<file path="config.mk">
export PLATFORM = sky130hd
export DESIGN_NAME = rv32_regfile_flat
export DESIGN_NICKNAME = d
export VERILOG_FILES = /design/src/rtl/rv32_regfile_if.sv /design/src/rtl/rv32_regfile.sv /design/src/flat_wrapper.sv
export SDC_FILE = /design/constraint.sdc
export NUM_CORES = 2
export LEC_CHECK = 0
export ABC_AREA = 1
export CORE_ASPECT_RATIO = 1.4
export CORE_MARGIN = 4
export CORE_UTILIZATION = 41
export CTS_BUF_LIST = sky130_fd_sc_hd__clkbuf_8
export CTS_CLUSTER_DIAMETER = 80
export CTS_CLUSTER_SIZE = 28
export DETAILED_ROUTE_END_ITERATION = 8
export SLEW_MARGIN = 15
export SYNTH_ARGS = -nofsm -noshare
export SYNTH_HDL_FRONTEND = slang
export SYNTH_SLANG_ARGS = --single-unit
export TNS_END_PERCENT = 50
</file>
<file path="constraint.sdc">
create_clock -name clk -period 2.7 [get_ports clk]
set_input_delay 0.405 -clock clk [delete_from_list [all_inputs] [get_ports clk]]
set_output_delay 0.405 -clock clk [all_outputs]
set_load 0.02 [all_outputs]
</file>
<file path="src/rtl/rv32_regfile_if.sv">
// Bus bundle for the RV32I register file: one write port and two combinational read ports.
// The master (pipeline) drives indices/write data; the slave (register file) returns read data.
interface rv32_regfile_if #(
  parameter int DATA_W = 32,
  parameter int ADDR_W = 5
);
  logic              we_i;
  logic [ADDR_W-1:0] waddr_i;
  logic [DATA_W-1:0] wdata_i;
  logic [ADDR_W-1:0] raddr1_i;
  logic [DATA_W-1:0] rdata1_o;
  logic [ADDR_W-1:0] raddr2_i;
  logic [DATA_W-1:0] rdata2_o;

  modport master (
    output we_i, waddr_i, wdata_i, raddr1_i, raddr2_i,
    input  rdata1_o, rdata2_o
  );

  modport slave (
    input  we_i, waddr_i, wdata_i, raddr1_i, raddr2_i,
    output rdata1_o, rdata2_o
  );
endinterface

</file>
<file path="src/rtl/rv32_regfile.sv">
// RV32I integer register file: 2**ADDR_W x DATA_W registers, x0 hardwired to zero,
// two combinational read ports with optional same-cycle forwarding of the in-flight write.
module rv32_regfile #(
  parameter int DATA_W = 32,
  parameter int ADDR_W = 5,
  parameter bit BYPASS = 1'b1
) (
  input logic           clk,
  input logic           rst,
  rv32_regfile_if.slave rf
);

  localparam int NREGS = 2 ** ADDR_W;

  logic [DATA_W-1:0] regs [NREGS];
  logic              wr_valid;
  logic [DATA_W-1:0] rdata1;
  logic [DATA_W-1:0] rdata2;

  // A write only counts when out of reset and not aimed at x0; shared by storage and bypass.
  assign wr_valid = rst && rf.we_i && (rf.waddr_i != '0);

  // NOTE: the register array is reset explicitly because every register must read zero after
  // reset; this keeps it in flops rather than a RAM macro, which is fine at 32 entries.
  always_ff @(posedge clk) begin
    if (!rst) begin
      for (int i = 0; i < NREGS; i++) begin
        // NOTE: state is always updated with non-blocking assignments so every reader sees
        // the pre-edge value regardless of process evaluation order.
        regs[i] <= '0;
      end
    end else if (wr_valid) begin
      regs[rf.waddr_i] <= rf.wdata_i;
    end
  end

  function automatic logic [DATA_W-1:0] read_port(input logic [ADDR_W-1:0] raddr);
    logic [DATA_W-1:0] data;
    data = '0;
    if (!rst) begin
      data = '0;
    end else if (raddr == '0) begin
      data = '0;
    end else if (BYPASS && wr_valid && (raddr == rf.waddr_i)) begin
      data = rf.wdata_i;
    end else begin
      data = regs[raddr];
    end
    return data;
  endfunction

  // NOTE: combinational outputs get a default before any branch so no latch is inferred.
  always_comb begin
    rdata1 = '0;
    rdata2 = '0;
    rdata1 = read_port(rf.raddr1_i);
    rdata2 = read_port(rf.raddr2_i);
  end

  assign rf.rdata1_o = rdata1;
  assign rf.rdata2_o = rdata2;

endmodule

</file>
<file path="src/flat_wrapper.sv">
// flat-port wrapper written by rule: the top's interface ports become plain ports
module rv32_regfile_flat 
#(
  parameter int DATA_W = 32,
  parameter int ADDR_W = 5,
  parameter bit BYPASS = 1'b1
)
  (clk, rst, rf_we_i, rf_waddr_i, rf_wdata_i, rf_raddr1_i, rf_raddr2_i, rf_rdata1_o, rf_rdata2_o);
  rv32_regfile_if #(.DATA_W(DATA_W), .ADDR_W(ADDR_W)) rf_i ();
  input logic clk;
  input logic rst;
  input wire logic [$bits(rf_i.we_i)-1:0] rf_we_i;
  input wire logic [$bits(rf_i.waddr_i)-1:0] rf_waddr_i;
  input wire logic [$bits(rf_i.wdata_i)-1:0] rf_wdata_i;
  input wire logic [$bits(rf_i.raddr1_i)-1:0] rf_raddr1_i;
  input wire logic [$bits(rf_i.raddr2_i)-1:0] rf_raddr2_i;
  output wire logic [$bits(rf_i.rdata1_o)-1:0] rf_rdata1_o;
  output wire logic [$bits(rf_i.rdata2_o)-1:0] rf_rdata2_o;
  assign rf_i.we_i = rf_we_i;
  assign rf_i.waddr_i = rf_waddr_i;
  assign rf_i.wdata_i = rf_wdata_i;
  assign rf_i.raddr1_i = rf_raddr1_i;
  assign rf_i.raddr2_i = rf_raddr2_i;
  assign rf_rdata1_o = rf_i.rdata1_o;
  assign rf_rdata2_o = rf_i.rdata2_o;
  rv32_regfile #(.DATA_W(DATA_W), .ADDR_W(ADDR_W), .BYPASS(BYPASS)) u_core (.clk(clk), .rst(rst), .rf(rf_i));
endmodule
</file>
-- After elaboration in Yosys (flattened, before gate mapping)
Memories as Yosys holds them, arrays and structs flattened.
Index checks and enable logic that the tools add are counted.
- reductions and logical operators: 8
- mux-type cells: 13
- $lt $le $gt $ge: 0
- equality and inequality tests: 2
- multiply operators: 0
- bitwise operators: 0
- add/subtract/negate cells: 0
- shifts and indexed selects: 0
- div/mod/pow operators: 0
- operators by type and width (kind ; count):
    2-to-1 mux 32 bit ; 7
    OR reduction 32 bit ; 1
    equality test 5 bit ; 2
    logical NOT 5 bit ; 2
    2-to-1 mux 1 bit ; 5
    2-to-1 mux 5 bit ; 1
    nonzero test 5 bit ; 1
    logical AND 1 bit ; 4
- input bits: 50
- logic and storage cells: 24
- bits in registers: 0
- memories: 1
- bits in read-only memories: 0
- output and inout port bits: 64
- RAM bits: 1024
- latch bits: 0
- memories (name ; depth ; width ; rd ports ; clocked after memory_dff ; write ports ; RTL line ; source):
    u_core.regs ; 32 ; 32 ; 2 ; 0 ; 32 ; rv32_regfile.sv:15 ; logic [DATA_W-1:0] regs [NREGS];

-- Longest topological paths before layout
- depth after elaboration: 7
- depth in mapped cells: 14
- gate-level depth less buffers: 10

-- Least setup slack after synthesis
Ideal clock, no wire load.
- path type: input -> register
- start point: input port rst
- end point: memory u_core.regs[4][0] (enable)
- cell stages on the path: 10
- buffers on the path: 2
- slack: 0.187 ns
- data arrival time: 2.124 ns
- required time: 2.311 ns
- library setup time: 0.389 ns
- path through: buf_2 -> nand2_1 -> inv_1 -> nand2_2 -> inv_2 -> nand2_1 -> inv_2 -> nand2_2 -> buf_4 -> nand2_1
- RTL lines (element ; RTL line ; source):
    from (decl) ; flat_wrapper.sv:11 ; input logic rst;
    to (decl) ; rv32_regfile.sv:15 ;

==> qor.csv <==
stage,metric,value,unit
outcome,outcome,"finished, violations left",
outcome,failing checks,setup timing,
layout,design area,71800,um^2
place,Placed Area,68600,um^2
detailed_routing,total number of vias,59200,
worst_setup_path,critical path cell sequence,inv_1 -> nand2_1 -> nand3_1 -> nand3_2 -> nand3_2 -> nand3_4 -> nand2_4 -> buf_8 -> a21oi_1 -> buf_4,
place,post-place setup slack,-0.672,ns
clock_network,clock sinks,1024,
logic_synthesis,register area share after synthesis,0.511,
layout,ratio of cells with drive above 1 in the final layout,0.157,
grt,first-pass GRT wire length,373,mm
clock_network,htree depth,2,
worst_setup_path,startpoint type of the worst setup path,flop,
logic_synthesis,top post-synthesis cells by count,"nand2_1, nand3_1, nor2_1, edfxtp_1, inv_1",
grt,GRT overflow,0,
grt,Total GRT Usage,0.328,
worst_setup_path,Critical Path Sink Type,primary output,
min_path,Hold WC Path Type,in2reg,
logic_synthesis,Yosys cell types,26,
worst_setup_path,most used cell along the critical path,nand3_2,
logic_synthesis,Mapped Area,60200,um^2
logic_synthesis,syn avg cell area,7.56,um^2
grt,largest net degree at the start of global routing,62,
worst_setup_path,Slowest cell on crit path,edfxtp_1,
power,Max VDD drop,0.000484,V
layout,P&R area growth vs syn,19.2,%
layout,nets@finish,8200,
layout,Final Non-Filler Cells,10100,
layout,Biggest register,u_core.regs,
logic_synthesis,Yosys warnings,0,
job,max-cap viol count,0,
die,Initial Utilization,0.412,
timing,final setup margin,-0.0322,ns
clock_network,CTS tree,yes,
detailed_routing,drt initial violations,8402,
clock_network,Clock transition at path regs,0.18,ns
die,Core Box Area,146000,um^2
detailed_routing,number of remaining DRC errors,0,
timing,setup repair after global routing missed its margin,yes,
power,Leak,32.5,nW
worst_setup_path,CP arrival,2.33,ns
logic_synthesis,"EDFF count, synth",1024,
logic_synthesis,synthesized netlist cell count,7963,
timing,Hold WS,0.311,ns
die,Die W,332,um
logic_synthesis,Main synth FF type,edfxtp_1,
place,routability cong.,0.952,
timing,relative slew slack,0.557,
detailed_routing,drt first pass iters,7,
place,placed cell count,10000,
detailed_routing,Avg Vias per Cell,5.85,
timing,Hold Fails Final Rpt,0,
clock_network,Num CTS Buffers,45,
die,Die Y,461,um
logic_synthesis,register bit total from synthesis,1024,
worst_setup_path,critical path class,reg2out,
timing,Final min period,2.73,ns
worst_setup_path,Critical Path RT,2.30,ns
timing,Worst-Margin Slew,0.664,ns
die,FP Rows,166,
logic_synthesis,most frequent cell after synthesis,nand2_1,
die,number of I/O pins,114,
place,Post-DP HPWL,172,mm
logic_synthesis,cell taking the most area after synthesis,edfxtp_1,
detailed_routing,Final ANT Viol Nets,0,
grt,initial antenna violation count,4,
timing,crit share post-route,1.01,
layout,Finished Core Util,0.492,
place,Buffers on Ports,113,
worst_setup_path,Max stage delay on crit path,0.40,ns
logic_synthesis,Synth top area share,0.511,
die,total die area,153000,um^2
worst_setup_path,worst-path fanout max,2,
detailed_routing,drt wl/cell,25.8,um
power,pwr dens,466,nW/um^2
timing,final setup fails,4,
timing,fmax,366,MHz
layout,biggest regs,u_core.regs: 1024 flops,
clock_network,Root Buffer,clkbuf_8,
logic_synthesis,ys async rst share,0,
detailed_routing,final wirelength,260,mm
grt,vias in the first global route,55600,
clock_network,clk buf depth,3,
logic_synthesis,"top cells by area, synth","edfxtp_1, nand3_1, nand2_1",
layout,max reg flops,1024,
timing,Final Max Tran Viols,0,
[critical path: cells and delay by family (launching register included)]
family                 cells  cell delay, ns
buffers and inverters      3            0.39
DFF                        1            0.40
and+or+nand+nor            6            0.62
AOI/OAI and AO/OA          1            0.07
[path summary, 6_finish.rpt]
check | slack, ns | startpoint | endpoint | cells past startpoint
max | -0.03 | u_core.regs[25][1] | rf_rdata2_o[1] | 10
min | 0.31 | rst | u_core.regs[10][11] | 4
[cell usage in the layout (no fill, tap or decap), drive strengths merged]
| cell type | n |
|---|---|
| clkdlybuf4s15 | 2 |
| dlygate4sd2 | 2 |
| edfxtp | 1024 |
| nand4 | 5 |
| bufbuf | 2 |
| buf | 720 |
| nand3 | 1680 |
| nor2 | 1038 |
| clkdlybuf4s50 | 33 |
| clkbuf | 50 |
| o211ai | 116 |
| xnor2 | 3 |
| o21ai | 101 |
| a21oi | 52 |
| nor3 | 19 |
| bufinv | 1 |
| clkinvlp | 4 |
| nand2 | 2222 |
| or2 | 19 |
| clkinv | 9 |
| xor2 | 1 |
| diode | 3 |
| inv | 1036 |
| conb | 32 |
[per-stage QoR]
stage / power [mW] / TNS, ns
2_1_floorplan: 22.6 / 0
3_3_place_gp: 26.0 / -106.77
3_5_place_dp: 26.0 / -105.83
4_1_cts: 33.0 / -0.630
5_1_grt: 34.4 / -1.33
6_report: 33.4 / -0.0479
[where the power goes]
group	switching [mW]	total [mW]	internal (mW)	leakage, nW
Combinational	5.26	7.86	2.59	22.3
Sequential	0.273	18.6	18.3	9.75
Clock	5.23	7.00	1.78	0.428
[logic make-up (layout without fill, tap and decap cells)]
logic type | count (synthesis) | in the layout | synth area share
AO/OA/AOI/OAI | 269 | 269 | 0.0272
AND/OR/NAND/NOR | 4983 | 4983 | 0.349
flip-flops | 1024 | 1024 | 0.511
buffers and inverters | 1682 | 1859 | 0.113
XOR/XNOR | 4 | 4 | 0.000582
other | 1 | 35 | 0.0000623
[final cells by class]
type                            instances  area [um^2]
Inverter                             1029         3910
Tap cell                             1932         2420
Sequential cell                      1024        30700
Multi-Input combinational cell       5288        25100
Fill cell                           13900        74200
Timing Repair Buffer                  762         8800
Clock inverter                         21          173
Antenna cell                            3         7.51
Clock buffer                           47          647
[per-layer routing]
layer	global-route usage	up-vias	part of all wire
met4	0.193	2	0.072
met3	0.0760	1010	0.13
li1	-	25800	-
met1	0.417	28000	0.36
met5	0	-	0.000092
met2	0.515	4347	0.44
[repair_timing]
| action | 4_1_cts | 5_1_grt |
|---|---|---|
| cloned | 3 | 2 |
| pin swaps | 80 | 102 |
| resized for setup | 582 | 282 |
| buffers inserted | 9 | 6 |
| setup endpoints to repair | 64 | 62 |
| hold buffers | 0 | 0 |
Power figures use the tool's default switching activity.
